==> config.mk <==
export PLATFORM = sky130hd
export DESIGN_NAME = psum_drain_collector
export DESIGN_NICKNAME = d
export VERILOG_FILES = /design/src/rtl/psum_drain_collector.sv
export SDC_FILE = /design/constraint.sdc
export NUM_CORES = 2
export LEC_CHECK = 0
export ABC_AREA = 1
export CAP_MARGIN = 20
export CORE_MARGIN = 5
export CORE_UTILIZATION = 30
export DETAILED_ROUTE_END_ITERATION = 7
export GPL_TIMING_DRIVEN = 0
export SYNTH_ARGS = -nofsm -noshare
export SYNTH_HDL_FRONTEND = slang
export SYNTH_SLANG_ARGS = --single-unit
==> constraint.sdc <==
create_clock -name clk -period 25.8 [get_ports clk]
set_input_delay 5.16 -clock clk [delete_from_list [all_inputs] [get_ports clk]]
set_output_delay 5.16 -clock clk [all_outputs]
set_load 0.1 [all_outputs]
==> src/rtl/psum_drain_collector.sv <==
// Drains skewed per-column partial sums from the PE array top edge, realigns them
// into row vectors and queues them in a FIFO for the valid/ready writeback port.
module psum_drain_collector #(
  parameter int COLUMN_NUM = 8,
  parameter int ROW_NUM    = 8,
  parameter int OUT_W      = 16,
  parameter int FIFO_DEPTH = 16
) (
  input  logic                                           clk,
  input  logic                                           resetn,
  input  logic                                           drain_start,
  output logic                                           drain_start_ready,
  input  logic [COLUMN_NUM*OUT_W-1:0]                    b_output_stream,
  output logic [COLUMN_NUM-1:0]                          output_num_reg_en,
  output logic [COLUMN_NUM-1:0]                          output_num_reg_r0w1,
  output logic                                           out_valid,
  input  logic                                           out_ready,
  output logic [COLUMN_NUM*OUT_W-1:0]                    out_data,
  output logic [(ROW_NUM > 1 ? $clog2(ROW_NUM) : 1)-1:0] out_row,
  output logic                                           out_last,
  output logic                                           busy
);

  // state | meaning
  // IDLE  | waiting for an accepted drain_start
  // DRAIN | k runs 0..COLUMN_NUM+ROW_NUM-2, capturing and pushing rows

  localparam int RW = (ROW_NUM > 1) ? $clog2(ROW_NUM) : 1;
  localparam int KW = $clog2(COLUMN_NUM + ROW_NUM);
  localparam int AW = $clog2(FIFO_DEPTH);
  localparam int CW = AW + 1;
  localparam int VW = COLUMN_NUM * OUT_W;
  localparam logic [KW-1:0] K_LAST = KW'(COLUMN_NUM + ROW_NUM - 2);

  typedef enum logic {S_IDLE, S_DRAIN} state_t;

  state_t          state, state_nxt;
  logic [KW-1:0]   k, k_nxt;
  logic [CW-1:0]   count;
  logic [AW-1:0]   wr_ptr, rd_ptr;
  logic [VW-1:0]   aligned;
  logic            push, pop, push_last;
  logic [RW-1:0]   push_row;

  logic [VW-1:0]   mem_data [FIFO_DEPTH];
  logic [RW-1:0]   mem_row  [FIFO_DEPTH];
  logic            mem_last [FIFO_DEPTH];

  always_ff @(posedge clk) begin
    if (!resetn) begin
      state <= S_IDLE;
      k     <= '0;
    end else begin
      state <= state_nxt;
      k     <= k_nxt;
    end
  end

  always_comb begin
    state_nxt = state;
    k_nxt     = k;
    case (state)
      S_IDLE: begin
        if (drain_start && drain_start_ready) begin
          state_nxt = S_DRAIN;
          k_nxt     = '0;
        end
      end
      S_DRAIN: begin
        k_nxt = k + KW'(1);
        if (k == K_LAST) state_nxt = S_IDLE;
      end
      default: state_nxt = S_IDLE;
    endcase
  end

  assign busy = (state == S_DRAIN);

  // Free space uses the registered count, so a pop this cycle only helps next cycle.
  assign drain_start_ready = resetn && (state == S_IDLE) &&
                             ((CW'(FIFO_DEPTH) - count) >= CW'(ROW_NUM));

  assign output_num_reg_r0w1 = '0;

  for (genvar c = 0; c < COLUMN_NUM; c++) begin : g_col
    assign output_num_reg_en[c] = busy && (int'(k) >= c) && (int'(k) < c + ROW_NUM);

    if (c == COLUMN_NUM - 1) begin : g_live
      // Last column's row r arrives in the alignment cycle itself.
      assign aligned[c*OUT_W +: OUT_W] = b_output_stream[c*OUT_W +: OUT_W];
    end else begin : g_dly
      localparam int D = COLUMN_NUM - 1 - c;
      logic [OUT_W-1:0] pipe [D];

      always_ff @(posedge clk) begin
        if (!resetn) begin
          for (int i = 0; i < D; i++) pipe[i] <= '0;
        end else begin
          pipe[0] <= b_output_stream[c*OUT_W +: OUT_W];
          for (int i = 1; i < D; i++) pipe[i] <= pipe[i-1];
        end
      end

      assign aligned[c*OUT_W +: OUT_W] = pipe[D-1];
    end
  end

  assign push      = busy && (int'(k) >= COLUMN_NUM - 1);
  assign push_row  = RW'(k - KW'(COLUMN_NUM - 1));
  assign push_last = busy && (k == K_LAST);
  assign pop       = out_valid && out_ready;

  always_ff @(posedge clk) begin
    if (!resetn) begin
      wr_ptr <= '0;
      rd_ptr <= '0;
      count  <= '0;
    end else begin
      if (push) wr_ptr <= wr_ptr + AW'(1);
      if (pop)  rd_ptr <= rd_ptr + AW'(1);
      case ({push, pop})
        2'b10:   count <= count + CW'(1);
        2'b01:   count <= count - CW'(1);
        default: count <= count;
      endcase
    end
  end

  always_ff @(posedge clk) begin
    if (resetn && push) begin
      mem_data[wr_ptr] <= aligned;
      mem_row[wr_ptr]  <= push_row;
      mem_last[wr_ptr] <= push_last;
    end
  end

  assign out_valid = (count != '0);
  assign out_data  = out_valid ? mem_data[rd_ptr] : '0;
  assign out_row   = out_valid ? mem_row[rd_ptr]  : '0;
  assign out_last  = out_valid && mem_last[rd_ptr];

endmodule

# ---- Yosys cells after proc, flatten, opt, wreduce, memory -nomap -nowiden
# Memories as Yosys holds them, arrays and structs flattened. A register that Yosys moved wholly into a read port is not among the register bits.
# Index checks and enable logic that the tools add are counted.
dict set report classes {
  addsub 7
  order_cmp 16
  eq_ne 4
  muxes 47
  bitwise 28
  reduce_logical 25
}
# cell n
set op_table {}
lappend op_table {{two-way mux 16 bit} 28}
lappend op_table {{two-way mux 128 bit} 1}
lappend op_table {{< comparator 4 bit (second input constant)} 8}
lappend op_table {{two-way mux 4 bit} 7}
lappend op_table {{bitwise OR 1 bit} 27}
lappend op_table {{logical AND 1 bit} 22}
lappend op_table {{greater-or-equal comparator 4 x 3 -> 1 bit (second input constant)} 4}
lappend op_table {{OR reduction 16 bit} 1}
lappend op_table {{adder 4 x 1 -> 4 bit (second input constant)} 3}
lappend op_table {{case mux 5 bit (2 select lines)} 1}
lappend op_table {{greater-or-equal comparator 4 x 2 -> 1 bit (second input constant)} 2}
lappend op_table {{case mux 4 bit (2 select lines)} 1}
lappend op_table {{two-way mux 1 bit} 7}
lappend op_table {{adder 5 x 1 -> 5 bit (second input constant)} 1}
lappend op_table {{greater-or-equal comparator 5 x 4 -> 1 bit (second input constant)} 1}
lappend op_table {{nonzero test 5 bit} 1}
lappend op_table {{subtractor 5 x 1 -> 5 bit (second input constant)} 1}
lappend op_table {{subtractor 5 bit (first input constant)} 1}
lappend op_table {{equality test 4 bit (second input constant)} 1}
lappend op_table {{greater-or-equal comparator 4 x 1 -> 1 bit (second input constant)} 1}
lappend op_table {{two-way mux 3 bit} 1}
lappend op_table {{subtractor 3 bit (second input constant)} 1}
lappend op_table {{equality test 2 x 1 -> 1 bit (second input constant)} 1}
lappend op_table {{equality test 2 bit (second input constant)} 1}
lappend op_table {{other kinds (4)} 4}
dict set report word_totals {
  regBits 18
  ramBits 2560
  in_bits 132
  out_inout_bits 151
  elab_cells 142
  memories 10
}
# memory depth width rd rd_clocked_by_memory_dff write_ports line_no
set memory_table {}
lappend memory_table {mem_data 16 128 1 1 1 45} ;# logic [VW-1:0] mem_data [FIFO_DEPTH];
lappend memory_table {{g_col[0].g_dly.pipe} 7 16 7 0 7 93} ;# logic [OUT_W-1:0] pipe [D];
lappend memory_table {{g_col[1].g_dly.pipe} 6 16 6 0 6 93}
lappend memory_table {{g_col[2].g_dly.pipe} 5 16 5 0 5 93}
lappend memory_table {{g_col[3].g_dly.pipe} 4 16 4 0 4 93}
lappend memory_table {{g_col[4].g_dly.pipe} 3 16 3 0 3 93}
lappend memory_table {{4 more memories} n/a n/a n/a n/a n/a n/a}

# ---- Longest topological paths before layout
dict set report depth {
  word_depth 6
  ltp_mapped 20
  mapped_depth_nobuf 18
}

# ---- Least setup slack after synthesis
# OpenSTA, ideal clock, no wires.
dict set report synth_path {
  path_type {input-to-reg}
  start {in resetn}
  end {mem mem_data[3][0] (netlist name) (enable)}
  setup_time_ps 785
  arrival_ps 14684
  required_time_ps 25015
  path_slack_ps 10331
  stages 4
  n_path_buf 2
  cell_sequence {clkbuf_1 inv_1 clkbuf_1 nor3_1}
}
dict set report synth_via {
  elab_chain_cells 3
}
# item line_no
set synth_lines {}
lappend synth_lines {{start, declared} 10} ;# input logic resetn,
lappend synth_lines {{logical AND 1 bit} 130} ;# if (resetn && push) begin
lappend synth_lines {{two-way mux 1 bit} 130}
lappend synth_lines {{two-way mux 1 bit (not written as such)} 131} ;# mem_data[wr_ptr] <= aligned;
lappend synth_lines {{end, declared} 45}
# Every way passes these cells.

# ---- Worst setup path after layout
dict set report layout_path {
  start {in resetn}
  end {out drain_start_ready}
}
dict set report layout_via {
  elab_chain_cells 2
}
# item line_no
set layout_lines {}
lappend layout_lines {{logical AND 1 bit (2 in series)} 80} ;# assign drain_start_ready = resetn && (state == S_IDLE) &&
lappend layout_lines {{end, declared} 12} ;# output logic drain_start_ready,
# Every way passes these cells.

==> results.txt <==
Worst skew pair latency = 870 ps
Post-synth EDFFs = 2112
Power Dens Cells = 110 nW/um2
Gr ovfl total = 0
Chip Width = 573 um
CTS tree = done
Gpl congestion = 0.820
# Post-CTS Setup Buffers = 0
Initial antenna violation count = 35
Port buffer count = 274
Yosys cell types = 30
Final Hold Fails = 0
Worst hold path class = flop to flop
Final period util = 46.9%
CP Capture Type = output port
Grt peak-use layer = met2
Core Region = 315000 um2
Fill count = 29900
Setup Crit Path Kind = input port to output port
Max-slew violation count = 0
Root Buffer = clkbuf_16
Total routed wirelength = 322000 um
Min-delay src = g_col[3].g_dly.pipe[2][1]$_SDFF_PN0_
Htree depth = 5
Critical Path Source = resetn
Multi-input logic area = 18500 um2
Max IR drop VDD = 0.000115 V
Syn-to-layout area delta = 20.5%
R2R Path Start = k[0]$_SDFFE_PN0P_
Crit path DAT = 6930 ps
Clock sinks = 2582
Number of global-route vias before repair = 62900
Final Setup Violations = 0
Die ar. = 328000 um2
Mapped Area = 95100 um2
Async SR Flop Fraction = 0%
Leakage power = 39.3 nW
Top cells by area, synth = edfxtp_1 (67%), dfxtp_1 (9.9%), o21ai_0 (5.6%)
Met1 Use GR = 25.0%
Seq/Total Area, Yosys = 76.6%
Post-synth top area cell = edfxtp_1
DR vias/cell = 5.25
I/O pin count = 283
Syn Inst Count = 7246
Commonest cells after routing, fill and taps aside = edfxtp_1 (2112), nor2_1 (1110), o21ai_0 (1072)
Max Fclk = 82.7 MHz
RSZ-0062 raised after global routing = false
Total global-route track usage = 18.8%
Reg2reg setup slack = 22010 ps
Met2 Resource Use GR = 29.0%
First-pass GRT wire length = 453000 um
Total power = 12.6 mW
Register Area = 72800 um2
Clk slew on worst S/H paths = 60 ps
Chip height = 573 um
DRC = 0
Synthesized area per cell = 13.1 um2
Final Skew = 81.9 ps
GR Util met3 = 4.86%
1st-iter DRT viols = 8861
Wire per inst = 26.0 um
CTS Buf Count = 279
Cts repair resizes = 0
Slew headroom = 14.7%
Layout Utilization = 36.3%
Warnings, synthesis = 0
Slew @ Worst Pin = 1280 ps
Leading cell type in the layout, fill and taps excluded = edfxtp_1
Layout Nets = 8112
Ys flop type = edfxtp_1
Remaining antenna violation count = 0
Largest net degree at the start of global routing = 26
Minimum clock period = 12090 ps
Via Count = 64800
Initial Util = 30.2%
Startpoint types = input port
Clock Tree Buf Depth = 4
TritonRoute pass-1 iters = 6
Status = complete, no violations
CP required = 20640 ps
Post-synthesis register bit count = 2582
Layout cells sized above 1 = 8.20%
Dpl hpwl = 216000 um
Num rows = 206
CP max FO = 2
Max-Cap Viols = 0
# hold bufs at CTS = 0
Yosys top cell area share = 66.7%
## worst max-delay path, cell delays in order
cell and delay [ps]:
clkdlybuf4s50_1 480, nand3_1 80, inv_1 80, clkdlybuf4s50_1 1130
## metrics by stage
stage               hold slack (ps)  setup slack (ps)  instances  setup TNS [ps]  area, um2
floorplan                       390             10330       7253               0      95200
global placement                404             -2900      11700        -1298950     103000
detailed placement              396             13680      11800               0     106000
CTS                             394             13690      12300               0     115000
global route                    414             13650      12300               0     115000
finish                          393             13710      12400               0     115000
## power breakdown
part | switching [mW] | internal (mW) | total, mW
sequential | 0.0316 | 4.50 | 4.54
combinational | 3.39 | 0.822 | 4.21
clock | 1.62 | 2.22 | 3.84
total | 5.04 | 7.54 | 12.6
## cell type report
type                       count  area share [%]
sequential                  2582            63.5
multi-input combinational   3674            16.2
clock buffer                 386            6.75
timing repair buffer         435            4.71
tap                         4160            4.54
buffer                       516            1.87
inverter                     481            1.58
clock inverter               101           0.812
antenna                       20          0.0437
## cell usage after synthesis, types with 2 or more instances
cell type and instances:
nand4_1 2, edfxtp_1 2112, dfxtp_1 470, nor3_1 7, clkbuf_1 407, a21oi_1 152
inv_1 477, ha_1 11, o21ai_0 1072, o221ai_1 349, nand3_1 125, inv_2 2
o211ai_1 179, buf_2 71, buf_1 17, o22ai_1 148, xor2_1 3, buf_6 2
nor2_1 1122, nand2_1 490, clkinv_1 2, buf_4 18
## final timing paths
| path | endpoint | depth (start not counted) |
|---|---|---|
| setup / recovery | drain_start_ready | 4 |
| hold reg to reg | g_col[3].g_dly.pipe[3][1]$_SDFF_PN0_ | 2 |
| setup reg to reg | mem_data[12][61]$_DFFE_PP_ | 11 |
| hold / removal | g_col[3].g_dly.pipe[3][1]$_SDFF_PN0_ | 2 |
## cells by family after synthesis
| kind of cell | synth area share, % |
|---|---|
| compound gates | 12.1 |
| xor+xnor | 0.0368 |
| fa+ha+maj | 0.145 |
| buf+inv | 4.12 |
| flops | 76.6 |
| other cells | 0.00394 |
| simple gates | 7.09 |
## flip-flops by register name, indices dropped and copies added (netlist names), named ones only
| register | cells |
|---|---|
| mem_row | 48 |
| rd_ptr | 4 |
| k | 4 |
| mem_data | 2048 |
| busy | 1 |
| count | 5 |
| mem_last | 16 |
| g_col.g_dly.pipe | 448 |
| wr_ptr | 4 |
## per-layer routing
layer  wire length (um)  vias up  share of wire, %
met5                 55        -             0.017
met4              15000        8               4.7
met3              37900      693                12
met2             144000     4229                45
met1             125000    32100                39
li1                   -    27800                 -
Power figures use the tool's default switching activity.
